## config.mk

```make
export PLATFORM = sky130hd
export DESIGN_NAME = bus_arbiter
export DESIGN_NICKNAME = d
export VERILOG_FILES = /design/src/rtl/bus_arbiter_pkg.sv /design/src/rtl/bus_arbiter_rr.sv /design/src/rtl/bus_arbiter.sv
export SDC_FILE = /design/constraint.sdc
export NUM_CORES = 1
export LEC_CHECK = 0
export ABC_AREA = 1
export CAP_MARGIN = 20
export CORE_AREA = 2 2 155 157
export DETAILED_ROUTE_END_ITERATION = 6
export DIE_AREA = 0 0 157 159
export SYNTH_ARGS = -nofsm -noshare
export SYNTH_HDL_FRONTEND = slang
export SYNTH_SLANG_ARGS = --single-unit
```

## constraint.sdc

```tcl
create_clock -name g_clk -period 1.5 [get_ports g_clk]
set_input_delay 0.225 -clock g_clk [delete_from_list [all_inputs] [get_ports g_clk]]
set_output_delay 0.225 -clock g_clk [all_outputs]
set_load 0.01 [all_outputs]
```

## src/rtl/bus_arbiter_pkg.sv

```systemverilog
// bus_arbiter_pkg: shared types and constants for the data-bus arbiter.
// State/slave-select encodings, parameter defaults, latched request bundle.
package bus_arbiter_pkg;

    typedef enum logic [1:0] {
        IDLE = 2'd0,
        BUSY = 2'd1,
        RESP = 2'd2
    } state_t;

    typedef enum logic {
        SEL_DM = 1'b0,
        SEL_IO = 1'b1
    } sel_t;

    localparam logic [15:0] IO_BASE_DEF  = 16'hFFFF;
    localparam logic [31:0] ERR_DATA_DEF = 32'hDEADBEEF;
    localparam int          TIMEOUT_DEF  = 15;
    localparam int          CNT_W        = 8;

    typedef struct packed {
        logic [31:0] addr;
        logic [31:0] wdata;
        logic        write;
        logic        grant;
        sel_t        sel;
    } req_t;

    function automatic sel_t decode_sel(
        input logic [31:0] addr,
        input logic [15:0] io_base
    );
        return (addr[31:16] == io_base) ? SEL_IO : SEL_DM;
    endfunction

endpackage

```

## src/rtl/bus_arbiter_rr.sv

```systemverilog
// rr_arbiter2: two-requester round-robin grant with a last_grant register.
// Ports: clk, rst_n, req[1:0], update/upd_grant in; gnt_valid, gnt_idx, last_grant out.
module rr_arbiter2 (
    input  logic       clk,
    input  logic       rst_n,
    input  logic [1:0] req,
    input  logic       update,
    input  logic       upd_grant,
    output logic       gnt_valid,
    output logic       gnt_idx,
    output logic       last_grant
);

    // Reset to 1 so master 0 wins the first contested arbitration.
    always_ff @(posedge clk or negedge rst_n) begin
        if (!rst_n) begin
            last_grant <= 1'b1;
        end else if (update) begin
            last_grant <= upd_grant;
        end
    end

    always_comb begin
        gnt_valid = |req;
        gnt_idx   = 1'b0;
        unique case (1'b1)
            (req == 2'b11): gnt_idx = ~last_grant;
            (req == 2'b10): gnt_idx = 1'b1;
            default:        gnt_idx = 1'b0;
        endcase
    end

endmodule

```

## src/rtl/bus_arbiter.sv

```systemverilog
// bus_arbiter: two-master/two-slave data-bus arbiter with timeout watchdog.
// Ports: g_clk, g_rst_n; m0_*/m1_* master side; dm_*/io_* slave side.
module bus_arbiter
    import bus_arbiter_pkg::*;
#(
    parameter logic [15:0] IO_BASE  = IO_BASE_DEF,
    parameter int          TIMEOUT  = TIMEOUT_DEF,
    parameter logic [31:0] ERR_DATA = ERR_DATA_DEF
) (
    input  logic        g_clk,
    input  logic        g_rst_n,

    input  logic        m0_read,
    input  logic        m0_write,
    input  logic [31:0] m0_addr,
    input  logic [31:0] m0_wdata,
    output logic [31:0] m0_rdata,
    output logic        m0_ready,
    output logic        m0_err,

    input  logic        m1_read,
    input  logic        m1_write,
    input  logic [31:0] m1_addr,
    input  logic [31:0] m1_wdata,
    output logic [31:0] m1_rdata,
    output logic        m1_ready,
    output logic        m1_err,

    output logic        dm_read,
    output logic        dm_write,
    output logic [31:0] dm_addr,
    output logic [31:0] dm_wdata,
    input  logic [31:0] dm_rdata,
    input  logic        dm_ready,

    output logic        io_read,
    output logic        io_write,
    output logic [31:0] io_addr,
    output logic [31:0] io_wdata,
    input  logic [31:0] io_rdata,
    input  logic        io_ready
);

    localparam logic [CNT_W-1:0] TMO = CNT_W'(TIMEOUT);

    state_t            state;
    req_t              req_q;
    logic [CNT_W-1:0]  cnt;
    logic              err_q;
    logic [31:0]       rdata_q;

    logic        gnt_valid;
    logic        gnt_idx;
    logic        last_grant;
    logic [31:0] gnt_addr;
    logic [31:0] gnt_wdata;
    logic        gnt_write;

    logic        busy;
    logic        resp;
    logic        dm_sel;
    logic        io_sel;
    logic        slv_ready;
    logic [31:0] slv_rdata;

    rr_arbiter2 u_rr (
        .clk        (g_clk),
        .rst_n      (g_rst_n),
        .req        ({m1_read | m1_write,
                      m0_read | m0_write}),
        .update     (resp),
        .upd_grant  (req_q.grant),
        .gnt_valid  (gnt_valid),
        .gnt_idx    (gnt_idx),
        .last_grant (last_grant)
    );

    assign gnt_addr  = gnt_idx ? m1_addr  : m0_addr;
    assign gnt_wdata = gnt_idx ? m1_wdata : m0_wdata;
    // Write wins when a master raises both strobes.
    assign gnt_write = gnt_idx ? m1_write : m0_write;

    assign busy   = (state == BUSY);
    assign resp   = (state == RESP);
    assign dm_sel = busy && (req_q.sel == SEL_DM);
    assign io_sel = busy && (req_q.sel == SEL_IO);

    assign slv_ready = (req_q.sel == SEL_IO) ? io_ready : dm_ready;
    assign slv_rdata = (req_q.sel == SEL_IO) ? io_rdata : dm_rdata;

    always_ff @(posedge g_clk or negedge g_rst_n) begin
        if (!g_rst_n) begin
            state   <= IDLE;
            req_q   <= '0;
            cnt     <= '0;
            err_q   <= 1'b0;
            rdata_q <= '0;
        end else begin
            case (state)
                IDLE: begin
                    if (gnt_valid) begin
                        req_q.grant <= gnt_idx;
                        req_q.addr  <= gnt_addr;
                        req_q.wdata <= gnt_wdata;
                        req_q.write <= gnt_write;
                        req_q.sel   <= decode_sel(gnt_addr, IO_BASE);
                        cnt         <= '0;
                        err_q       <= 1'b0;
                        state       <= BUSY;
                    end
                end
                BUSY: begin
                    cnt <= cnt + 1'b1;
                    // Slave ready beats the watchdog in the same cycle.
                    if (slv_ready) begin
                        rdata_q <= slv_rdata;
                        state   <= RESP;
                    end else if (cnt == TMO) begin
                        rdata_q <= ERR_DATA;
                        err_q   <= 1'b1;
                        state   <= RESP;
                    end
                end
                RESP: begin
                    cnt   <= '0;
                    err_q <= 1'b0;
                    state <= IDLE;
                end
                default: state <= IDLE;
            endcase
        end
    end

    assign dm_read  = dm_sel && !req_q.write;
    assign dm_write = dm_sel &&  req_q.write;
    assign dm_addr  = dm_sel ? req_q.addr  : '0;
    assign dm_wdata = dm_sel ? req_q.wdata : '0;

    assign io_read  = io_sel && !req_q.write;
    assign io_write = io_sel &&  req_q.write;
    assign io_addr  = io_sel ? req_q.addr  : '0;
    assign io_wdata = io_sel ? req_q.wdata : '0;

    assign m0_ready = resp && !req_q.grant;
    assign m1_ready = resp &&  req_q.grant;
    assign m0_err   = m0_ready && err_q;
    assign m1_err   = m1_ready && err_q;
    assign m0_rdata = m0_ready ? rdata_q : '0;
    assign m1_rdata = m1_ready ? rdata_q : '0;

endmodule

```

==> results of run 1 <==
cell families (layout without fill, tap and decap cells):
group,Yosys count,after routing,share of synthesized area [%]
AND/OR/NAND/NOR,404,404,25.52
buffers and inverters,187,639,12.50
AO/OA/AOI/OAI,166,166,16.01
flip-flops,111,111,44.00
multiplexers,10,10,1.644
adder cells (fa/ha/maj),1,1,0.1981
XOR/XNOR,1,1,0.1387
other,0,2,0
layout by cell type (no fill, tap or decap), types with 27 or more instances in the layout:
| master | count |
|---|---|
| o22ai_1 | 56 |
| nand2_1 | 105 |
| dfrtp_1 | 107 |
| buf_2 | 154 |
| clkdlybuf4s50_1 | 198 |
| inv_1 | 123 |
| o21ai_0 | 69 |
| nor2_4 | 27 |
| nor2_2 | 52 |
| nor2_1 | 194 |
| buf_4 | 57 |
| buf_6 | 33 |
power breakdown:
group          total [mW]  switching, mW  leakage [nW]  internal (mW)
combinational        10.8           6.16          4.18           4.64
clock                2.58           1.13         0.144           1.45
sequential           4.84          0.446          1.33           4.39
total                18.2           7.74          5.66           10.5
critical path: stages, from the launching register on:
cell and delay [ns]:
dfrtp_2 0.43, inv_4 0.06, nor2_8 0.15, nand2_8 0.12, buf_4 0.16, clkbuf_16 0.16
nor2_1 0.10, buf_2 0.14
path summary, 6_finish.rpt:
kind,from,to,slack [ns],cells after the start
worst min-delay path,g_rst_n,rdata_q[13],0.41,2
worst min register to register,req_q[55],req_q[55],0.49,2
worst max register to register,state[0],rdata_q[29],-0.14,10
worst max-delay path,state[0],dm_addr[10],-0.39,7
min in group g_clk,dm_rdata[21],rdata_q[21],0.46,3
max in group asynchronous,g_rst_n,u_rr.last_grant,0.48,3
final cells by class:
class                   count  area (sq um)
fillers                  2354         11810
multi-input cells         582          3079
repair buffers            492          4258
repair inverters            2         50.05
flip-flops and latches    111          2783
clock inverters             4         72.57
well taps                 319         399.1
clock buffers              10         229.0
inverters                 131         504.2
diodes                      2         5.005
registers in the layout (all words and copies together) (netlist names):
signal,count
u_rr.last_grant,1
rdata_q,32
cnt,8
state,2
err_q,1
req_q,67
layer usage:
layer  wire (um)  global-route usage (%)
met5           0                       0
met4         448                   6.422
met3        1655                   4.110
met2       13520                   34.45
met1       12000                   27.15
per-stage QoR:
stage          hold WS, ns  std cells  setup WS [ns]  util (%)  cell area (sq um)
3_5_place_dp        0.1899       1617        -0.4804     48.33              11210
2_1_floorplan     -0.07059        880       0.007441         -               6316
4_1_cts             0.3828       1637        -0.4589     49.37              11450
5_1_grt             0.4282       1653        -0.4582     49.07              11380
3_3_place_gp        0.1909       1617        -0.4596     48.33              11210
6_report            0.4057       1653        -0.3928     49.07              11380
what timing repair did:
action                                 in CTS  in global routing
hold buffers                                1                  0
gates cloned                                2                  4
endpoints found under the hold margin      24                  0
setup buffers                               3                 10
pin swaps                                   1                  2
resized for setup                         583                334
setup endpoints to repair                 257                290
==> metrics.txt, run 1 <==
status=complete, but fails checks; failing checks=setup timing; clock skew=0.01234 ns; setup_tns=-63.62 ns; Final Max Tran Viols=0; Yosys cell types=31; Synth Register Bits=111; overall power=18.22 mW; DIE WIDTH=157 um; Cells after Synth=880; CTS tree=built; Core ar.=0.02319 sq mm; worst min path class=in2async; Cell Area, Synth=0.006316 sq mm; Syn Nets=1081; PD cells=1601 mW/mm^2; ranking of synthesized cells by area=dfrtp_1, nor2_1, inv_1, nand2_1, o22ai_1; maximum vdd drop=641.4 uV; boundary pin count=400; highest clock rate=0.5283 GHz; Worst Path Arrival=1.67 ns; initial antenna violation count=2; Vias=7492; DR iter-0 viols=459; top cell type by total area after synthesis=dfrtp_1; area grow syn2layout=80.17%; Tmin final=1.893 ns; class of the most critical setup path=reg2out; count of warnings emitted by yosys=0; Worst-Margin Slew=0.4097 ns; full die area=0.02496 sq mm; cts bufs inserted=9; layout cells sized above 1=30.41%; final WL=27.63 mm; Lkg Pwr=5.655 nW; crit share post-route=126.2%; Avg Inst Size Synth=7.177 sq um; drt via density=4.532; CP endpoint kind=output pin; count leader, synth=nor2_1; Post-synth top cells=nor2_1, inv_1, dfrtp_1, nand2_1, o21ai_0; Final Hold Viols=0; max_cap viols=0; GRT Total Usage=20.76%; # port buffers=399; global route overflow=0; vias in the first global route=7227; final setup fails=257; first-pass GRT wire length=40.61 mm; post-layout worst setup margin=-0.3928 ns; Initial Utilization=27.23%; drt wl/cell=16.71 um; sequential share of the synthesized area=44.00%; Nets=1530; EDFF count, synth=0; HPWL after DPL=20.09 mm; startpoint types=flip-flop; Rel. slew slack=72.69%; Root Driver=clkbuf_16; GP Congestion=0.8439; Max Buffers Root-to-Sink=2; row count=56; DRC=0; Antenna Nets Post-Route=0; first drt pass iteration count=5; WP data required=1.27 ns; H-tree depth=3; Synth async-reset ratio=100.0%; Die Height=159 um; top cell type's share of synthesized area=43.58%; largest net degree at the start of global routing=39; clk_lat worst skew=0.35 ns; CP max FO=7; Clock transition at path regs=0.08 ns; Primary FF master, synth=dfrtp_1; clk sink count=111; RSZ-0062 raised after global routing=yes
(Power assumes the default switching activity.)
==> run 2, diff against run 1 <==
--- a/config.mk
+++ b/config.mk
@@ -13,3 +13,4 @@
 export SYNTH_ARGS = -nofsm -noshare
 export SYNTH_HDL_FRONTEND = slang
 export SYNTH_SLANG_ARGS = --single-unit
+export TNS_END_PERCENT = 5
==> run 2 against run 1 <==
Net effect: the flow still finishes with violations (setup timing); sequential power barely moved; clock skew fell by 0.0022 ns; power fell by 2.8%; maximum frequency fell by 3.8%; count of clock-buffer cells in the layout did not move; combinational power fell by 5%; global-route usage barely moved; largest cell class unchanged.
==> metrics.txt, run 2 (synthesis gave the netlist of run 1 again) <==
commonest non-fill, non-tap cell in the layout=clkdlybuf4s50_1 (unchanged); DIE WIDTH=157 um (unchanged); Root Driver=clkbuf_16 (unchanged); Clock power frac=14.6% (was 14.1%); vias in the first global route=7160 (was 7227); drt via density=4.513 (was 4.532); r2r endpoint=rdata_q[29] (unchanged); Net Switching=7.580 mW (was 7.736 mW); Sw Share=42.80% (was 42.47%); clk sink count=111 (unchanged); Initial Utilization=27.23% (unchanged); Worst Path Arrival=1.74 ns (was 1.67 ns); max_cap viols=0 (unchanged); highest clock rate=0.5080 GHz (was 0.5283 GHz); Nets=1522 (was 1530); area grow syn2layout=76.88% (was 80.17%); cts bufs inserted=9 (unchanged); Comb pwr share=58.1% (was 59.3%); Tmin final=1.969 ns (was 1.893 ns); first drt pass iteration count=4 (was 5); P_int=10.13 mW (was 10.48 mW); Vias=7419 (was 7492); first-pass GRT wire length=40.54 mm (was 40.61 mm); full die area=0.02496 sq mm (unchanged); boundary pin count=400 (unchanged); RSZ-0062 raised after global routing=yes (unchanged); row count=56 (unchanged); DP Cell Count=1617 (unchanged); Final Hold Viols=0 (unchanged); final setup fails=234 (was 257); Core ar.=0.02319 sq mm (unchanged); clk_lat worst skew=0.35 ns (about the same); Antenna Nets Post-Route=0 (unchanged); Rel. slew slack=72.73% (was 72.69%); max reg flops=67 (unchanged); status=complete, but fails checks (unchanged); final WL=27.69 mm (was 27.63 mm); Clock transition at path regs=0.07 ns (was 0.08 ns); Worst-Margin Slew=0.4091 ns (was 0.4097 ns); met1 GRT Util=27.31% (was 27.15%); startpoint types=flip-flop (unchanged); # port buffers=399 (unchanged); global route overflow=0 (unchanged); CP max FO=7 (unchanged); worst min path class=in2async (unchanged); layout cells sized above 1=31.50% (was 30.41%); GR Util met2=34.73% (was 34.45%); DR iter-0 viols=395 (was 459); Layout Cells excl Fill=1644 (was 1653); drt wl/cell=16.84 um (was 16.71 um); most frequent cells in the layout=clkdlybuf4s50_1, buf_2, nor2_1 (was clkdlybuf4s50_1, nor2_1, buf_2); setup_tns=-74.14 ns (was -63.62 ns); post-layout worst setup margin=-0.4685 ns (was -0.3928 ns); Largest regs=req_q x67, rdata_q x32, cnt x8 (unchanged); Max Buffers Root-to-Sink=2 (unchanged); H-tree depth=3 (unchanged); GRT Total Usage=20.71% (was 20.76%); HPWL after DPL=20.09 mm (unchanged); DRC=0 (unchanged); fillcell total=2396 (was 2354); Lkg Pwr=5.602 nW (was 5.655 nW); clock skew=0.01013 ns (was 0.01234 ns); CP endpoint kind=output pin (unchanged); crit share post-route=131.2% (was 126.2%); PD cells=1585 mW/mm^2 (was 1601 mW/mm^2); class of the most critical setup path=reg2out (unchanged); met3 Usage GRT=4.028% (was 4.110%); Final Max Tran Viols=0 (unchanged); failing checks=setup timing (unchanged); maximum vdd drop=622.7 uV (was 641.4 uV); worst reg2reg startpoint=state[0] (unchanged); GP Congestion=0.8439 (unchanged); cells on worst reg2reg path=9 (was 10); largest net degree at the start of global routing=39 (unchanged); Seq pwr share=27.3% (was 26.6%); final core occ=48.17% (was 49.07%); initial antenna violation count=1 (was 2); largest reg by FF count=req_q (unchanged); CTS tree=built (unchanged); Die Height=159 um (unchanged); WP data required=1.27 ns (about the same); most crowded layer after global routing=met2 (unchanged); worst reg-to-reg setup slack=-0.12 ns (was -0.14 ns)
## run 2: changes by cell type in the layout (fill, tap and decap cells not counted), sizes merged, moves of 5 or more
cell,delta
dlygate4sd2,-5
clkdlybuf4s15,-7
clkbuf,-8
buf,+14
## run 2: layout make-up
cell class                      instances  area (sq um)  share of cell area (%)
Timing Repair Buffer                  485          4100                   36.70
Timing Repair inverter                  1         11.26                  0.1008
Tap cell                              319         399.1                   3.573
Clock inverter                          4         72.57                  0.6496
Multi-Input combinational cell        582          3074                   27.52
Sequential cell                       111          2781                   24.90
Clock buffer                           10         229.0                   2.049
Inverter                              131         501.7                   4.491
Antenna cell                            1         2.502                 0.02240
## run 2: through the flow
step	power [mW]	hold slack [ns]	setup slack [ns]	instance area (sq um)
floorplan	9.881	-0.07059	0.007441	6316
global placement	14.84	0.1909	-0.4596	11210
detailed placement	14.95	0.1899	-0.4804	11210
CTS	17.33	0.3828	-0.4753	11280
global route	19.01	0.4282	-0.5306	11170
finish	17.71	0.3949	-0.4685	11170
## run 2: worst max-delay path, stage by stage (launching register included)
cell	delay, ns
dfrtp_1	0.45
inv_2	0.10
nor2_8	0.20
nand2_8	0.10
buf_6	0.15
clkbuf_16	0.17
nor2_2	0.08
buf_2	0.14
## run 2: worst max path at each step
stage / start / endpoint
floorplan: state[1] / m1_rdata[10]
global placement: state[1] / io_wdata[4]
CTS: state[0] / dm_addr[24]
finish: state[0] / dm_addr[21]
detailed placement: state[1] / m1_rdata[27]
global route: state[0] / io_wdata[14]
## run 2: power by group through the flow
stage / clock network [mW] / logic, mW / registers [mW]
after CTS: 2.65 / 9.86 / 4.82
after floorplan: 0 / 5.08 / 4.80
after detailed placement: 0 / 10.1 / 4.88
final: 2.58 / 10.3 / 4.83
after global routing: 2.77 / 11.3 / 4.98
after global placement: 0 / 9.99 / 4.85
## run 2: repair_timing
action,4_1_cts,5_1_grt
setup endpoints to repair,257,259
hold buffers,1,0
resized for setup,732,202
cloned,2,5
hold endpoints to repair,24,0
pin swaps,0,4
setup buffers,2,2
## run 2: routing by layer
layer  routed length, um  part of all wire (%)
met3                1970                   7.1
met5                   0                     0
met1               11780                    43
met4                 530                   1.9
met2               13410                    48
